File: src/rtl/mini_alu_core.sv
// Two-stage register-register ALU: stage 1 latches the decoded instruction and its operands,
// stage 2 executes, writes the register file and presents the result.
module mini_alu_core #(
    parameter int DATA_WIDTH = 8
) (
    input  logic                  i_CLK,
    input  logic                  i_RST,
    input  logic [31:0]           i_instr,
    input  logic                  i_valid,
    output logic                  o_ready,
    output logic [DATA_WIDTH-1:0] o_data1,
    output logic                  o_valid1
);

    typedef enum logic [1:0] {
        OP_ADD = 2'b00,
        OP_SUB = 2'b01,
        OP_AND = 2'b10,
        OP_OR  = 2'b11
    } op_t;

    logic [DATA_WIDTH-1:0] r_rf [32];
    logic                  r_s1_valid;
    op_t                   r_s1_op;
    logic [4:0]            r_s1_dest;
    logic [DATA_WIDTH-1:0] r_s1_a;
    logic [DATA_WIDTH-1:0] r_s1_b;

    logic                  w_accept;
    logic                  w_fwd_en;
    op_t                   w_op;
    logic [4:0]            w_dest;
    logic [4:0]            w_src1;
    logic [4:0]            w_src2;
    logic [DATA_WIDTH-1:0] w_result;
    logic [DATA_WIDTH-1:0] w_opa;
    logic [DATA_WIDTH-1:0] w_opb;
    logic                  w_unused;

    // The core never stalls, so readiness only depends on reset.
    assign o_ready  = ~i_RST;
    assign w_accept = i_valid & o_ready;
    assign w_op     = op_t'(i_instr[31:30]);
    assign w_dest   = i_instr[29:25];
    assign w_src1   = i_instr[24:20];
    assign w_src2   = i_instr[19:15];
    assign w_unused = ^i_instr[14:0];

    // Stage-2 execute.
    always_comb begin
        w_result = '0;
        case (r_s1_op)
            OP_ADD:  w_result = r_s1_a + r_s1_b;
            OP_SUB:  w_result = r_s1_a - r_s1_b;
            OP_AND:  w_result = r_s1_a & r_s1_b;
            OP_OR:   w_result = r_s1_a | r_s1_b;
            default: w_result = '0;
        endcase
    end

    // Operand read with forwarding of the result being written back on the same edge.
    always_comb begin
        w_fwd_en = r_s1_valid && (r_s1_dest != 5'd0);
        w_opa    = '0;
        w_opb    = '0;
        if (w_fwd_en && (r_s1_dest == w_src1)) begin
            w_opa = w_result;
        end else begin
            w_opa = r_rf[w_src1];
        end
        if (w_fwd_en && (r_s1_dest == w_src2)) begin
            w_opb = w_result;
        end else begin
            w_opb = r_rf[w_src2];
        end
    end

    // Pipeline registers and result output.
    always_ff @(posedge i_CLK or posedge i_RST) begin
        if (i_RST) begin
            r_s1_valid <= 1'b0;
            r_s1_op    <= OP_ADD;
            r_s1_dest  <= 5'd0;
            r_s1_a     <= '0;
            r_s1_b     <= '0;
            o_valid1   <= 1'b0;
            o_data1    <= '0;
        end else begin
            r_s1_valid <= w_accept;
            if (w_accept) begin
                r_s1_op   <= w_op;
                r_s1_dest <= w_dest;
                r_s1_a    <= w_opa;
                r_s1_b    <= w_opb;
            end
            o_valid1 <= r_s1_valid;
            if (r_s1_valid) begin
                o_data1 <= w_result;
            end
        end
    end

    // Register file; R0 is never written so it always reads zero.
    always_ff @(posedge i_CLK or posedge i_RST) begin
        if (i_RST) begin
            for (int i = 0; i < 32; i++) begin
                if (i == 1) begin
                    r_rf[i] <= DATA_WIDTH'(32'd5);
                end else if (i == 2) begin
                    r_rf[i] <= DATA_WIDTH'(32'd10);
                end else begin
                    r_rf[i] <= '0;
                end
            end
        end else if (r_s1_valid && (r_s1_dest != 5'd0)) begin
            r_rf[r_s1_dest] <= w_result;
        end
    end

endmodule

File: config.mk
export PLATFORM = sky130hd
export DESIGN_NAME = mini_alu_core
export DESIGN_NICKNAME = d
export VERILOG_FILES = /design/src/rtl/mini_alu_core.sv
export SDC_FILE = /design/constraint.sdc
export NUM_CORES = 1
export LEC_CHECK = 0
export CORE_ASPECT_RATIO = 1.75
export CORE_UTILIZATION = 30
export CTS_BUF_LIST = sky130_fd_sc_hd__clkbuf_4
export DETAILED_ROUTE_END_ITERATION = 10
export MAX_ROUTING_LAYER = met4
export PLACE_DENSITY = 0.56
export SYNTH_ARGS = -nofsm -noshare
export SYNTH_HDL_FRONTEND = slang
export SYNTH_SLANG_ARGS = --single-unit
File: constraint.sdc
create_clock -name i_CLK -period 13.9 [get_ports i_CLK]
set_clock_uncertainty 0.2 [all_clocks]
set_input_delay 2.085 -clock i_CLK [delete_from_list [all_inputs] [get_ports i_CLK]]
set_output_delay 2.085 -clock i_CLK [all_outputs]
set_load 0.03 [all_outputs]
After elaboration in Yosys (flattened, before gate mapping)
Cells that the tools add are included.
- register bits: 289
- output and inout port bits: 10
- input port bits: 35
- word-level logic and storage cells: 75
- $add $sub $neg: 2
- bitwise operators: 7
- equal/unequal tests: 5
- $lt $le $gt $ge: 4
- reduce and logical (&&, ||, !) cells: 6
- mux-type cells: 12
- operator list (kind ; number):
    256-bit bitwise mux ; 1
    8-bit binary-select mux with 5-bit select ; 2
    8-bit 2-to-1 mux ; 7
    8-bit demux with 5-bit select ; 1
    8-bit case mux with 4 select lines ; 1
    6-bit greater-or-equal comparator, second input constant ; 3
    5-bit inverter with 6-bit output ; 3
    5-bit equality test ; 2
    8-bit adder ; 1
    8-bit AND ; 1
    8-bit bitwise OR ; 1
    8-bit subtractor ; 1
    6-bit by 1-bit < comparator with 1-bit output, second input constant ; 1
    5-bit nonzero test ; 1
    2-bit equality test, second input constant ; 2
    1-bit logical AND ; 4
    2-bit by 1-bit equality test with 1-bit output, second input constant ; 1
    2-bit zero test ; 1
    1-bit AND ; 1
    1-bit inverter ; 1

Depth between registers and ports, before layout
Gate-level depths: netlist of the first run.
- depth after elaboration: 6
- depth in mapped cells: 13
- gate-level depth less buffers: 11

Least setup slack after synthesis of the first run
No wires, ideal clock.
- path kind: input port to flip-flop
- start: input i_RST
- end: register r_s1_a[7]
- setup slack: 2978 ps
- required time: 13577 ps
- library setup time: 123 ps
- stages on the path: 5
- arrival time: 10599 ps
- buffers on the path: 0
- cells stage by stage: inv_1 nand2_1 a31o_2 or3_1 o221a_2
- longest elaborated chain between the ends: 2
- RTL lines (item ; RTL line ; RTL):
    from (decl) ; 7 ; input logic i_RST,
    1-bit inverter ; 41 ; assign o_ready = ~i_RST;
    1-bit AND ; 42 ; assign w_accept = i_valid & o_ready;
    to (signal assigned) ; 93 ; r_s1_a <= w_opa;
    to (decl) ; 26 ; logic [DATA_WIDTH-1:0] r_s1_a;
No other way between the ends.
A chain may end at the register's enable or synchronous reset.

Worst setup path after layout of the first run
- start: input i_RST
- end: output o_ready
- longest elaborated chain between the ends: 1
- RTL lines (item ; RTL line ; RTL):
    1-bit inverter ; 41 ;
    to (decl) ; 10 ; output logic o_ready,
No other way between the ends.

==> summary.md, run 1 <==
| Metric | Value |
|---|---|
| GP Congestion | 0.880 |
| Register Area | 0.00724 mm2 |
| TNS Setup | 0 ps |
| CTS Buffer Depth | 3 |
| FP Rows | 108 |
| Placed cell count | 1,902 |
| First-pass GRT wire length | 70,100 um |
| DR vias/cell | 5.34 |
| Nets | 1,358 |
| H-tree depth | 3 |
| Post-Syn Nets | 1,352 |
| Syn Inst Count | 1,306 |
| I/O pin count | 45 |
| Largest cells by area after synthesis | dfrtp_1 47%, mux4_2 21%, o21ai_0 4.3% |
| Gr usage total | 19.0% |
| CTS sink cnt | 289 |
| Final hold vios | 0 |
| Max cap viols | 0 |
| Area Growth Syn to Fin | 11.1% |
| CTS buffer count | 68 |
| Final worst path period need | 6130 ps |
| Reg2reg setup slack | 9640 ps |
| Post-synth top area cell | dfrtp_1 |
| Final slew viol count | 0 |
| Post-CTS Resized | 0 |
| CTS Root Cell | clkbuf_4 |
| VDD IR-drop max | 0.0928 mV |
| Antenna Violating Nets Remaining | 0 |
| Most used DFF post-synth | dfrtp_1 |
| Initial Utilization | 30.6% |
| Final setup fails | 0 |
| Status | finished clean |
| Synthesis warning total | 0 |
| Post-synthesis cell type count | 49 |
| FILL cells | 4,905 |
| Post-DP HPWL | 30,800 um |
| Mean Syn Cell Area | 11.7 um2 |
| Hold_buf cts | 0 |
| Clock Latency Late Sink | 750 ps |
| Initial antenna violation count | 1 |
| Die area | 0.0517 mm2 |
| Multi-input combinational cell area | 0.00749 mm2 |
| Hold WC Path Type | flop to flop |
| Post-CTS setup buffer count | 0 |
| CP endpoint kind | output port |
| Leak | 7.21 nW |
| R2r worst-path depth | 10 |
| Critical-path maximum fanout | 67 |
| Sequential-to-total area share from yosys stat | 47.5% |
| DR iter-0 viols | 563 |
| Commonest cells in the netlist | 285 x dfrtp_1, 171 x nand2_1, 139 x mux4_2, 131 x o21ai_0, 110 x nor2_1 |
| CTS tree | done |
| Worst-margin pin slew | 1210 ps |
| WL final | 45,200 um |
| Number of flops mapped to enable cells by yosys | 0 |
| Die width | 172 um |
| R2r startpoint | r_s1_op[1] |
| Hold Crit Start | r_rf[249] |
| Vias | 10,748 |
| Async set or reset register ratio after synthesis | 100% |
| Fin crit share | 44.1% |
| IO Port Bufs | 29 |
| Synth top area share | 46.8% |
| Grt ovf | 0 |
| Fmax | 0.163 GHz |
| Crit start category | input port |
| Chip height | 300 um |
| Most frequent cell after synthesis | dfrtp_1 |
| Worst Hold Depth | 0 |
| Critical setup path kind | input port to output port |
| Vias in the first global route | 11,336 |
| Yosys reg bits | 289 |
| Worst EP required | 11,610 ps |
| Pwr/cell area | 174 mW/mm2 |
| Min-Delay Endpoint | r_rf[249] |
| Slew headroom | 18.7% |
| Routed WL per cell | 22.4 um |
| Core area | 0.0499 mm2 |
| Share of cells above drive strength 1 | 25.1% |
| Clock slew at reported path FFs | 60 ps |
| Residual DRC | 0 |
| Worst reg2reg endpoint | r_rf[7] |
| Arrival @ worst endpoint | 3850 ps |
| Syn Std Cell Area | 0.0152 mm2 |
| RSZ-0062 raised after global routing | false |
| Finished Layout Cells | 2,014 |
| Largest net degree at the start of global routing | 68 |
| Initial DRT Pass Iterations | 5 |
worst max-delay path, cell delays in order:
cell and delay [ps]:
clkdlybuf4s50_1 490, inv_8 410, clkdlybuf4s50_1 780
flip-flops by register name (all words and copies together) (netlist names):
register / cells
r_s1_a: 8
r_s1_valid: 1
o_valid1: 1
r_s1_dest: 5
r_s1_op: 2
o_data1: 8
r_s1_b: 8
r_rf: 256
cells in the final DEF, fill, tap and decap left out, types with 28 or more instances in the layout:
master / instances
nor2_1: 108
mux2i_1: 46
o21ai_0: 130
dfrtp_1: 285
clkbuf_4: 96
buf_4: 28
mux2_2: 45
mux4_2: 139
nand2_1: 171
a21oi_1: 94
kinds of logic (layout without fill, tap and decap cells):
family,Yosys count,count (layout),synth area share (%)
mux,235,235,27.2
fa+ha+maj,16,16,1.28
buf+inv,131,178,3.73
compound gates,281,281,10.1
other cells,0,1,0
simple gates,334,334,9.04
flops,289,289,47.5
xor+xnor,20,20,1.15
metrics by stage:
step / setup WS (ps) / hold slack (ps) / cell area (um2) / power, mW / utilization [%]
floorplan: 2980 / 152 / 15200 / 1.96 / -
global placement: 7750 / 177 / 16100 / 2.22 / 32.2
detailed placement: 7750 / 184 / 16100 / 2.26 / 32.2
CTS: 7750 / 197 / 16900 / 2.98 / 33.9
global route: 7670 / 218 / 16900 / 3.14 / 33.9
finish: 7770 / 195 / 16900 / 2.95 / 33.9
worst max-delay path by stage:
stage                     start   endpoint  slack [ps]
after detailed placement  i_RST    o_ready        7750
after floorplan           i_RST  r_s1_a[7]        2980
after global placement    i_RST    o_ready        7750
after CTS                 i_RST    o_ready        7750
after global routing      i_RST    o_ready        7670
final                     i_RST    o_ready        7770
power breakdown:
group,internal [mW],switching (mW)
Sequential,1.09,0.203
Combinational,0.437,0.498
Clock,0.371,0.346
Total,1.90,1.05
layout make-up:
type,instances,area share (%)
antenna,1,0.0148
clock buffer,96,4.26
clock inverter,15,0.806
inverter,12,0.311
multi-input combinational,886,44.2
sequential,289,42.8
tap,660,4.88
timing repair buffer,55,2.72
layer usage:
metal / up-vias / part of all wire, % / global-route usage, %
li1: 4823 / - / -
met5: - / 0 / -
met2: 387 / 55 / 33.7
met4: 0 / 6.0 / 12.0
met1: 5397 / 35 / 19.2
met3: 141 / 4.5 / 3.01
Power figures use the tool's default switching activity.
==> run 2: changes to the inputs <==
Settings changed: PLACE_DENSITY 0.56 to 0.57.
Clock period 13.9 ns to 5.55 ns, I/O delays scaled along.
==> run 2 against run 1 <==
Net effect:
- worst hold slack improved by 4.5 ps
- via count increased by 0.90%
- register-to-register slack got worse by 8400 ps
- largest cell class unchanged
- highest routed layer unchanged
- power increased by 150%
- cell area increased by 0.17%
- setup slack got worse by 6500 ps
- utilization increased by 0.058 points
- global-route usage increased by 0.32 points
- sequential share of layout area decreased by 0.073 points
- first-iteration DRC count increased by 32%
- count of clock-buffer cells in the layout increased by 7
==> summary.md, run 2 (synthesis results as in run 1) <==
| Metric | Value |
|---|---|
| Die width | 172 um (unchanged) |
| Grt ovf | 0 (unchanged) |
| Critical setup path kind | flop to flop |
| Antenna Violating Nets Remaining | 0 (unchanged) |
| Leak | 7.24 nW (+0.31%) |
| First-pass GRT wire length | 71,000 um (+1.4%) |
| Worst Hold Depth | 0 (unchanged) |
| RSZ-0062 raised after global routing | false |
| DR iter-0 viols | 745 (+32%) |
| Chip height | 300 um (unchanged) |
| Crit start category | flop |
| Fmax | 0.233 GHz |
| Final slew viol count | 0 (unchanged) |
| Pwr Total | 7.35 mW (+150%) |
| Core Util, Final | 34.0% (+0.058 points) |
| Final setup fails | 0 (unchanged) |
| Final hold vios | 0 (unchanged) |
| Routed WL per cell | 22.7 um (+1.3%) |
| I/O pin count | 45 (unchanged) |
| Critical-path maximum fanout | 34 (-49%) |
| CTS sink cnt | 289 (unchanged) |
| Share of cells above drive strength 1 | 26.2% (+1.0 points) |
| CTS buffer count | 68 (unchanged) |
| Clock slew at reported path FFs | 70 ps (about the same) |
| VDD IR-drop max | 0.153 mV (+65%) |
| CTS Buffer Depth | 3 (unchanged) |
| Min-Delay Endpoint | r_rf[252] |
| Max reg flops | 256 (unchanged) |
| Leading cell type in the layout, fill and taps excluded | dfrtp_1 |
| Initial DRT Pass Iterations | 5 (unchanged) |
| Status | finished clean |
| Pwr/cell area | 434 mW/mm2 (+150%) |
| WL final | 46,000 um (+1.8%) |
| Largest net degree at the start of global routing | 75 (+10%) |
| Initial antenna violation count | 1 (unchanged) |
| Initial Utilization | 30.6% (unchanged) |
| Hold WC Path Type | flop to flop |
| Max cap viols | 0 (unchanged) |
| Arrival @ worst endpoint | 4690 ps (+840 ps) |
| CTS tree | done |
| Worst reg2reg endpoint | r_s1_b[7] |
| Worst-margin pin slew | 1220 ps (+13.1 ps) |
| Post-DP HPWL | 31,600 um (+2.6%) |
| Most frequent cells in the layout | 285 x dfrtp_1, 171 x nand2_1, 139 x mux4_2 |
| H-tree depth | 3 (unchanged) |
| Nets | 1,361 (+0.22%) |
| Core area | 0.0499 mm2 (unchanged) |
| Hold Crit Start | r_rf[252] |
| GP Congestion | 0.865 (-1.8%) |
| Vias | 10,845 (+0.90%) |
| R2r startpoint | r_s1_op[0] |
| DR vias/cell | 5.36 (+0.35%) |
| Residual DRC | 0 (unchanged) |
| Worst EP required | 5950 ps (-5660 ps) |
| FILL cells | 4,920 (+0.31%) |
| Slew headroom | 17.8% (-0.88 points) |
| Vias in the first global route | 11,531 (+1.7%) |
| R2r worst-path depth | 10 (unchanged) |
| Fin crit share | 77.3% |
| Clock Latency Late Sink | 750 ps (about the same) |
| Die area | 0.0517 mm2 (unchanged) |
| IO Port Bufs | 29 (unchanged) |
| Post-CTS setup buffer count | 0 (unchanged) |
| CP endpoint kind | flop |
| Post-CTS Resized | 0 (unchanged) |
| Reg2reg setup slack | 1260 ps (-8380 ps) |
| CTS Root Cell | clkbuf_4 |
| Register name with the most flops | r_rf |
| Gr usage total | 19.3% (+0.32 points) |
| FP Rows | 108 (unchanged) |
| Area Growth Syn to Fin | 11.2% |
| Hold_buf cts | 0 (unchanged) |
| Final worst path period need | 4290 ps |
## run 2: changes by cell type in the layout (fill, tap and decap cells not counted), sizes merged
| cell | before | now |
|---|---|---|
| clkdlybuf4s50 | 23 | 22 |
| inv | 11 | 13 |
| clkinvlp | 0 | 2 |
| buf | 32 | 36 |
| clkbuf | 96 | 103 |
| bufinv | 3 | 0 |
## run 2: worst max path at each step
stage,slack [ps],startpoint,cells past startpoint,to
after floorplan,-1700,i_RST,6,r_s1_b[7]
after detailed placement,1330,r_s1_op[0],10,r_s1_b[7]
final,1260,r_s1_op[0],10,r_s1_b[7]
after global placement,1370,r_s1_op[0],10,r_s1_b[7]
after global routing,990,r_s1_op[0],10,r_s1_a[7]
after CTS,1300,r_s1_op[0],10,r_s1_b[7]
## run 2: through the flow
step	hold slack, ps	cells	cell area [um2]	setup TNS, ps	worst slack (ps)
detailed placement	187	1905	16100	0	1330
global route	194	2025	17000	0	991
CTS	172	2024	17000	0	1300
floorplan	152	1306	15300	-38900	-1700
finish	200	2025	17000	0	1260
global placement	178	1905	16100	0	1370
## run 2: critical path, stage by stage (launching register included)
cell	delay (ps)
dfrtp_1	600
nor2b_1	490
a31oi_1	110
xnor2_1	160
ha_1	350
a21o_1	210
a31o_1	240
or3_1	360
a221o_1	350
and3_1	560
a221o_1	500
## run 2: per-layer routing
layer  track usage [%]  share of wire, %
met4              11.3               5.9
met3              3.09               4.3
met1              19.9                35
met5                 -                 0
met2              34.2                55
## run 2: area by class of cell
| cell class | instances | area [um2] | share of cell area [%] |
|---|---|---|---|
| sequential | 289 | 7240 | 42.7 |
| timing repair buffer | 58 | 503 | 2.97 |
| clock buffer | 103 | 773 | 4.56 |
| inverter | 12 | 50.0 | 0.295 |
| multi-input combinational | 886 | 7500 | 44.2 |
| antenna | 1 | 2.50 | 0.0148 |
| clock inverter | 16 | 65.1 | 0.384 |
| tap | 660 | 826 | 4.87 |
## run 2: power breakdown
| group | internal [mW] | total (mW) | switching, mW |
|---|---|---|---|
| Sequential | 2.74 | 3.25 | 0.513 |
| Combinational | 1.10 | 2.36 | 1.26 |
| Clock | 0.847 | 1.74 | 0.892 |
| Total | 4.69 | 7.35 | 2.67 |
==> run 3: changes to the inputs <==
Settings changed: PLACE_DENSITY 0.57 to 0.56.
Clock period 5.55 ns to 4.1 ns, I/O delays scaled along.
==> run 3 against run 2 <==
Net effect:
- combinational power grew 38%
- global-route usage grew 0.25 points
- die area is the same
- flip-flop and latch count is the same
- worst hold slack is essentially flat
- sequential power grew 35%
- sequential share of layout area shrank 0.38 points
- clock power grew 29%
==> summary.md, run 3 (synthesis results as in run 1) <==
| Metric | Value |
|---|---|
| Status | finished clean |
| GP Congestion | 0.871 (+0.78%) |
| H-tree depth | 3 (unchanged) |
| Pwr Total | 9.92 mW (+35%) |
| Clock Latency Late Sink | 750 ps (about the same) |
| Worst-margin pin slew | 1130 ps (-97.8 ps) |
| Area Growth Syn to Fin | 12.2% |
| Nets | 1,380 (+1.4%) |
| Vias in the first global route | 11,563 (+0.28%) |
| CTS sink cnt | 289 (unchanged) |
| Critical-path maximum fanout | 34 (unchanged) |
| DR vias/cell | 5.35 (-0.15%) |
| CTS tree | done |
| Die width | 172 um (unchanged) |
| Share of cells above drive strength 1 | 26.7% (+0.50 points) |
| RSZ-0062 raised after global routing | false |
| Chip height | 300 um (unchanged) |
| I/O pin count | 45 (unchanged) |
| Final slew viol count | 0 (unchanged) |
| Critical setup path kind | flop to flop |
| Vias | 10,872 (+0.25%) |
| Gr usage total | 19.6% (+0.25 points) |
| Max reg flops | 256 (unchanged) |
| Fin crit share | 89.3% (+12 points) |
| Worst EP required | 4540 ps (-1410 ps) |
| Slew headroom | 24.4% (+6.6 points) |
| VDD IR-drop max | 0.195 mV (+27%) |
| Core area | 0.0499 mm2 (unchanged) |
| Hold WC Path Type | flop to flop |
| Post-DP HPWL | 32,700 um (+3.5%) |
| Leak | 7.32 nW (+1.2%) |
| Grt ovf | 0 (unchanged) |
| Arrival @ worst endpoint | 4100 ps (-590 ps) |
| Fmax | 0.273 GHz (+17%) |
| Most frequent cells in the layout | 285 x dfrtp_1, 171 x nand2_1, 139 x mux4_2 |
| Clock slew at reported path FFs | 80 ps (about the same) |
| Routed WL per cell | 23.0 um (+1.3%) |
| Leading cell type in the layout, fill and taps excluded | dfrtp_1 |
| Initial antenna violation count | 1 (unchanged) |
| Setup slack at placement | 455 ps (-878 ps) |
| Final hold vios | 0 (unchanged) |
| Largest net degree at the start of global routing | 146 (+95%) |
| CTS Buffer Depth | 3 (unchanged) |
| Hold_buf cts | 1 (+1) |
| Placed cell count | 1,923 (+0.94%) |
| Register name with the most flops | r_rf |
| First-pass GRT wire length | 72,100 um (+1.5%) |
| Initial Utilization | 30.6% (unchanged) |
| Die area | 0.0517 mm2 (unchanged) |
| CTS buffer count | 68 (unchanged) |
| Finished Layout Cells | 2,033 (+0.40%) |
| Max cap viols | 0 (unchanged) |
| Final setup fails | 0 (unchanged) |
| Antenna Violating Nets Remaining | 0 (unchanged) |
| DR iter-0 viols | 581 (-22%) |
| Initial DRT Pass Iterations | 6 (+1) |
| Crit start category | flop |
| WL final | 46,800 um (+1.7%) |
| FP Rows | 108 (unchanged) |
| Pwr/cell area | 580 mW/mm2 (+34%) |
| Post-CTS setup buffer count | 0 (unchanged) |
| TNS Setup | 0 ps (unchanged) |
| CTS Root Cell | clkbuf_4 |
| CP endpoint kind | flop |
| Final worst path period need | 3660 ps (-628 ps) |
| Final worst slack | 438 ps (-822 ps) |
| Post-CTS Resized | 0 (unchanged) |
| IO Port Bufs | 29 (unchanged) |
| Residual DRC | 0 (unchanged) |
[run 3: cell count changes in the layout (fill, tap and decap cells not counted)]
cell / before / now
buf_12: 2 / 8
buf_4: 29 / 41
clkbuf_4: 103 / 98
clkinv_1: 11 / 7
clkinvlp_4: 2 / 1
dlygate4sd3_1: 0 / 1
inv_2: 5 / 4
nor2_1: 108 / 110
nor2_2: 2 / 0
[run 3: path summary, 6_finish.rpt]
path	from	end	slack, ps	cells after the start
min reg2reg	r_rf[249]	r_rf[249]	200	0
max	r_s1_b[0]	r_s1_b[7]	440	12
min in group asynchronous	i_RST	r_rf[254]	540	3
max in group asynchronous	i_RST	r_rf[3]	1750	6
max reg2reg	r_s1_b[0]	r_s1_b[7]	440	12
min	r_rf[249]	r_rf[249]	200	0
[run 3: final cells by class]
| cell class | instances | area (um2) |
|---|---|---|
| repair buffers | 77 | 723 |
| clock inverters | 10 | 38.8 |
| clock buffers | 98 | 736 |
| inverters | 12 | 50.0 |
| fillers | 4923 | 32800 |
| diodes | 1 | 2.50 |
| flip-flops and latches | 289 | 7240 |
| well taps | 660 | 826 |
| multi-input cells | 886 | 7490 |
[run 3: routing by layer]
layer  track usage, %  share of wire [%]  up-vias
li1                 -                  -     4850
met1             19.5                 34     5551
met2             35.6                 56      331
met3             2.95                4.0      140
met4             11.4                5.8        0
met5                -                  0        -
[run 3: power breakdown]
part	switching, mW	internal [mW]
Sequential	0.693	3.71
Combinational	1.73	1.53
Clock	1.17	1.09
[run 3: metrics by stage]
| step | hold slack (ps) | util, % | instance area (um2) |
|---|---|---|---|
| global route | 186 | 34.3 | 17100 |
| detailed placement | 187 | 32.7 | 16300 |
| CTS | 155 | 34.3 | 17100 |
| floorplan | 152 | - | 15300 |
| finish | 200 | 34.3 | 17100 |
| global placement | 177 | 32.7 | 16300 |
[run 3: worst max-delay path, stage by stage, from the launching register on]
cell and delay [ps]:
dfrtp_1 400, inv_1 100, ha_1 250, a31oi_1 210, xnor2_1 150, ha_1 310, a21o_1 220, a31o_1 230
or3_1 370, a221o_1 360, and3_1 170, buf_4 230, a221o_1 350
